File: src/rtl/wave_seq_pkg.sv
// Shared types and helpers for the waveform-select sequencer.
package wave_seq_pkg;

    typedef enum logic [1:0] {IDLE, RUN, PEND} state_e;

    localparam int unsigned SEL_W_DEFAULT = 3;

    // Step a select value up (dir=0) or down (dir=1), wrapping modulo 2^width.
    function automatic logic [31:0] next_sel(input logic [31:0] sel, input logic dir,
                                             input int unsigned width);
        logic [31:0] mask;
        logic [31:0] res;
        mask = (width >= 32) ? '1 : ((32'd1 << width) - 32'd1);
        res  = dir ? (sel - 32'd1) : (sel + 32'd1);
        return res & mask;
    endfunction

endpackage

File: src/rtl/wave_sequencer_btn_sync_edge.sv
// Two-flop synchronizer for the raw step button plus a registered rising-edge detect.
module btn_sync_edge (
    input  logic clk_i,
    input  logic rst_i,
    input  logic btn_i,
    output logic step_req_o
);

    // [0],[1] synchronizer stages, [2] previous synchronized level
    logic [2:0] sync_q, sync_d;
    logic       req_q, req_d;

    always_comb begin
        sync_d = {sync_q[1:0], btn_i};
        req_d  = sync_q[1] & ~sync_q[2];
    end

    always_ff @(posedge clk_i or posedge rst_i) begin
        if (rst_i) begin
            sync_q <= '0;
            req_q  <= 1'b0;
        end else begin
            sync_q <= sync_d;
            req_q  <= req_d;
        end
    end

    assign step_req_o = req_q;

endmodule

File: src/rtl/wave_sequencer.sv
// Steps the generator's waveform select on a dwell timer or button press, optionally
// deferring each change to the generator's period-boundary pulse.
module wave_sequencer
    import wave_seq_pkg::*;
#(
    parameter int unsigned SEL_W       = SEL_W_DEFAULT,
    parameter int unsigned DWELL       = 7500,
    parameter int unsigned TIMEOUT     = 1024,
    parameter bit          SYNC_SWITCH = 1'b1
) (
    input  logic             clk,
    input  logic             rst,
    input  logic             en,
    input  logic             mode,
    input  logic             dir,
    input  logic             step_btn,
    input  logic             wrap,
    output logic [SEL_W-1:0] sel_out,
    output logic             switch_pulse,
    output logic             pending,
    output logic             forced
);

    localparam int unsigned DW = (DWELL > 1) ? $clog2(DWELL) : 1;
    localparam int unsigned TW = (TIMEOUT > 1) ? $clog2(TIMEOUT) : 1;
    localparam logic [DW-1:0] DwellLast = DW'(DWELL - 1);
    localparam logic [TW-1:0] TmoLast   = TW'(TIMEOUT - 1);

    state_e           state_q, state_d;
    logic [SEL_W-1:0] sel_q, sel_d;
    logic [SEL_W-1:0] nxt_q, nxt_d;
    logic [DW-1:0]    dwell_q, dwell_d;
    logic [TW-1:0]    tmo_q, tmo_d;
    logic             switch_q, switch_d;
    logic             forced_q, forced_d;
    logic             step_req;
    logic             req;
    logic [31:0]      nsel_w;
    logic [SEL_W-1:0] nsel;
    logic             unused_nsel_hi;

    btn_sync_edge u_btn (
        .clk_i      (clk),
        .rst_i      (rst),
        .btn_i      (step_btn),
        .step_req_o (step_req)
    );

    assign nsel_w         = next_sel(32'(sel_q), dir, SEL_W);
    assign nsel           = nsel_w[SEL_W-1:0];
    assign unused_nsel_hi = ^nsel_w[31:SEL_W];

    always_comb begin
        state_d  = state_q;
        sel_d    = sel_q;
        nxt_d    = nxt_q;
        dwell_d  = dwell_q;
        tmo_d    = tmo_q;
        switch_d = 1'b0;
        forced_d = 1'b0;
        req      = 1'b0;

        if (!en) begin
            // Disable overrides every state and discards any deferred switch.
            state_d = IDLE;
            dwell_d = '0;
            tmo_d   = '0;
        end else begin
            case (state_q)
                IDLE: begin
                    dwell_d = '0;
                    tmo_d   = '0;
                    state_d = RUN;
                end
                RUN: begin
                    if (mode) begin
                        if (step_req || dwell_q == DwellLast) begin
                            req     = 1'b1;
                            dwell_d = '0;
                        end else begin
                            dwell_d = dwell_q + 1'b1;
                        end
                    end else begin
                        dwell_d = '0;
                        req     = step_req;
                    end
                    if (req) begin
                        if (SYNC_SWITCH) begin
                            nxt_d   = nsel;
                            tmo_d   = '0;
                            state_d = PEND;
                        end else begin
                            sel_d    = nsel;
                            switch_d = 1'b1;
                        end
                    end
                end
                PEND: begin
                    // Wrap wins over a coincident timeout, so forced stays low then.
                    if (wrap || tmo_q == TmoLast) begin
                        sel_d    = nxt_q;
                        switch_d = 1'b1;
                        forced_d = ~wrap;
                        tmo_d    = '0;
                        state_d  = RUN;
                    end else begin
                        tmo_d = tmo_q + 1'b1;
                    end
                end
                default: state_d = IDLE;
            endcase
        end
    end

    always_ff @(posedge clk or posedge rst) begin
        if (rst) begin
            state_q  <= IDLE;
            sel_q    <= '0;
            nxt_q    <= '0;
            dwell_q  <= '0;
            tmo_q    <= '0;
            switch_q <= 1'b0;
            forced_q <= 1'b0;
        end else begin
            state_q  <= state_d;
            sel_q    <= sel_d;
            nxt_q    <= nxt_d;
            dwell_q  <= dwell_d;
            tmo_q    <= tmo_d;
            switch_q <= switch_d;
            forced_q <= forced_d;
        end
    end

    assign sel_out      = sel_q;
    assign switch_pulse = switch_q;
    assign forced       = forced_q;
    assign pending      = (state_q == PEND);

endmodule

File: config.mk
export PLATFORM = sky130hd
export DESIGN_NAME = wave_sequencer
export DESIGN_NICKNAME = d
export VERILOG_FILES = /design/src/rtl/wave_seq_pkg.sv /design/src/rtl/wave_sequencer_btn_sync_edge.sv /design/src/rtl/wave_sequencer.sv
export SDC_FILE = /design/constraint.sdc
export NUM_CORES = 1
export LEC_CHECK = 0
export ABC_AREA = 1
export BUFFER_PORTS_ARGS = -buffer_cell sky130_fd_sc_hd__buf_2
export CAP_MARGIN = 10
export CORE_ASPECT_RATIO = 1.5
export CORE_MARGIN = 1
export CORE_UTILIZATION = 60
export CTS_CLUSTER_DIAMETER = 30
export DETAILED_ROUTE_END_ITERATION = 10
export GPL_ROUTABILITY_DRIVEN = 0
export GPL_TIMING_DRIVEN = 0
export PLACE_DENSITY_LB_ADDON = 0.2
export SLEW_MARGIN = 25
export SYNTH_ARGS = -nofsm -noshare
export SYNTH_HDL_FRONTEND = slang
export SYNTH_SLANG_ARGS = --single-unit
File: constraint.sdc
create_clock -name clk -period 2.9 [get_ports clk]
set_input_delay 0 -clock clk [delete_from_list [all_inputs] [get_ports clk]]
set_output_delay 0 -clock clk [all_outputs]
set_load 0.01 [all_outputs]
==> impl_metrics.yaml <==
logic_synthesis:
  synth_seq_cells: 37
  yosys_warnings: 0
  synth_edf_count: 0
  synth_top_cells_by_count: "nand2_1, dfrtp_1, inv_1"
  synth_area_um2: 1870
  synth.avg_cell_area_um2: 8.05
  synthCells: 232
  seq_area_frac_synth: 0.496
  synthTopCellsByArea: "dfrtp_1, nand2_1, inv_1, nor2_1, nand3_1"
  ys_types: 28
  synth_fp_nets: 242
  ys.flop_type: "dfrtp_1"
  yosys.area.top_type: "dfrtp_1"
  async_flop_share: 1.00
  synth_most_common_cell: "nand2_1"
  synth_top_area_share: 0.496
critical_path:
  crit_end: "dwell_q[12]"
  worst_setup_path_end_kind: "flop"
  regToRegEndpoint: "dwell_q[12]"
  cp-start-kind: "flop"
  path_class: "flop to flop"
  rr_startpoint: "dwell_q[0]"
  arrival_ps: 1710
  ff2ff_setup_slack_ps: 1370
  critPathLaunch: "dwell_q[0]"
  reg2reg_depth: 8
  cp.required_ps: 3080
  cp_max_fo: 5
die:
  design.die.area_um2: 3350
  core-area_um2: 2940
  die_y_um: 70.3
  die_w_um: 47.6
  rows: 24
  start_util: 0.635
  io_pins: 13
routing:
  antenna_left: 0
  drt_drc_violations_left: 0
  first_pass_iters: 4
  avgRoutedWirePerCell_um: 11.5
  finalWirelength_um: 3390
  num_vias: 1499
  drt_iter0_markers: 35
  detail_route.vias_per_cell: 5.08
clock_network:
  post_cts_resized: 0
  holdBufCountCts: 4
  cts_tree: "yes"
  clkSinkCount: 37
  root_buffer: "clkbuf_8"
  cts_made_buffers: 5
  cts_buffer_depth: 2
  clk_latency_ps: 290
  cts_setup_buffers: 0
  clk_pin_slew_ps: 70
  cts_max_level: 2
place:
  hpwlAfterDp_um: 2420
  post_dp_cell_area_um2: 1980
  portBuffers: 12
global_routing:
  use_met2: 0.396
  grt_max_degree: 38
  first_global_vias: 1381
  antenna_found_initial: 0
  grt_pass1_wl_um: 5550
  busiest_layer: "met2"
  track_usage: 0.242
  grt_overflow: 0
  met1_usage: 0.254
  grt_use_met3: 0.0775
sta:
  period_share: 0.526
  rsz0062_at_grt: "no"
  slew-limit-headroom: 0.508
  period_needed_ps: 1530
  clock_skew_ps: 9.06
  fmax_mhz: 655
  hold_viol: 0
  setup_tns_ps: 0
  setup_viol: 0
  drv_slew: 0
  tightest_slew_ps: 737
power:
  p_per_area_nw_per_um2: 505
  p_total_mw: 1.07
  p_leak_nw: 1.07
  vdd_drop_max_uv: 439
cells_and_area:
  fin_nets: 265
  diodes: 0
  areaGrowthSynthToFinish_pct: 13.4
  nFillCells: 259
  drive_above_1_share: 0.172
  final_cell_area_um2: 2120
  utilization: 0.720
run:
  drv_cap: 0
outcome:
  status: "complete, no violations"
hold_path:
  hold_path.class: "primary input to flop"
==> flip-flops by register name (all words and copies together) (netlist names) <==
name	cells
state_q	2
sel_out	3
tmo_q	10
forced	1
dwell_q	13
switch_pulse	1
nxt_q	3
u_btn.sync_q	3
u_btn.step_req_o	1
==> area by class of cell <==
class                           count  area (um^2)  area share
Tap cell                           39         48.8      0.0230
Timing Repair Buffer               16          100      0.0473
Multi-Input combinational cell    166          832       0.393
Clock inverter                      1         5.00     0.00236
Clock buffer                        7         96.3      0.0455
Sequential cell                    37          926       0.437
Inverter                           29          110      0.0520
==> layer usage <==
layer	wire length, um	up-vias
li1	-	767
met1	1430	711
met2	1800	15
met3	87	6
met4	75	0
met5	0	-
==> placed cells by master (no fill, tap or decap), types with 3 or more instances in the layout <==
cell type	netlist	final
nor2_2	4	4
dfrtp_1	37	37
nand4_1	3	3
dlygate4sd3_1	0	4
buf_2	0	12
inv_2	5	6
clkbuf_8	0	7
a21oi_1	4	4
o21ai_0	8	8
nand2_2	7	7
inv_1	23	22
xnor2_1	5	5
nor2_1	22	22
nand3_1	11	11
nand2_1	80	80
==> worst max-delay path: stages (launching register included) <==
cell and delay [ps]:
dfrtp_1 400, ha_1 220, nand2_1 100, nor2_2 200, nand4_1 210, nor2_1 130, nand2_1 60, nand3_1 70
nand2_1 50
==> report_power, final <==
part / internal, mW / total, mW / switching [mW]
Combinational: 0.0416 / 0.105 / 0.0634
Clock: 0.215 / 0.391 / 0.177
Sequential: 0.549 / 0.573 / 0.0236
==> per-stage QoR <==
step	setup WS, ps	cells	hold slack (ps)
3_5_place_dp	1410	283	110
6_report	1370	295	150
2_1_floorplan	1590	232	31.4
4_1_cts	1380	295	134
3_3_place_gp	1420	283	109
5_1_grt	1200	295	165
==> worst min-delay path by stage <==
stage | endpoint | from | depth (start not counted) | slack, ps
6_report | state_q[0] | mode | 4 | 150
5_1_grt | state_q[0] | mode | 4 | 170
4_1_cts | state_q[0] | mode | 4 | 130
3_5_place_dp | u_btn.sync_q[0] | step_btn | 1 | 110
3_3_place_gp | u_btn.sync_q[0] | step_btn | 1 | 110
2_1_floorplan | u_btn.sync_q[0] | step_btn | 0 | 30
==> cells by family after synthesis <==
group           count (synthesis)  share of synthesized area
xor+xnor                        7                     0.0328
buf+inv                        29                     0.0589
compound gates                 18                     0.0542
flops                          37                      0.496
fa+ha+maj                       3                     0.0241
simple gates                  138                      0.334
No activity file was read; power rests on OpenSTA's default activity.
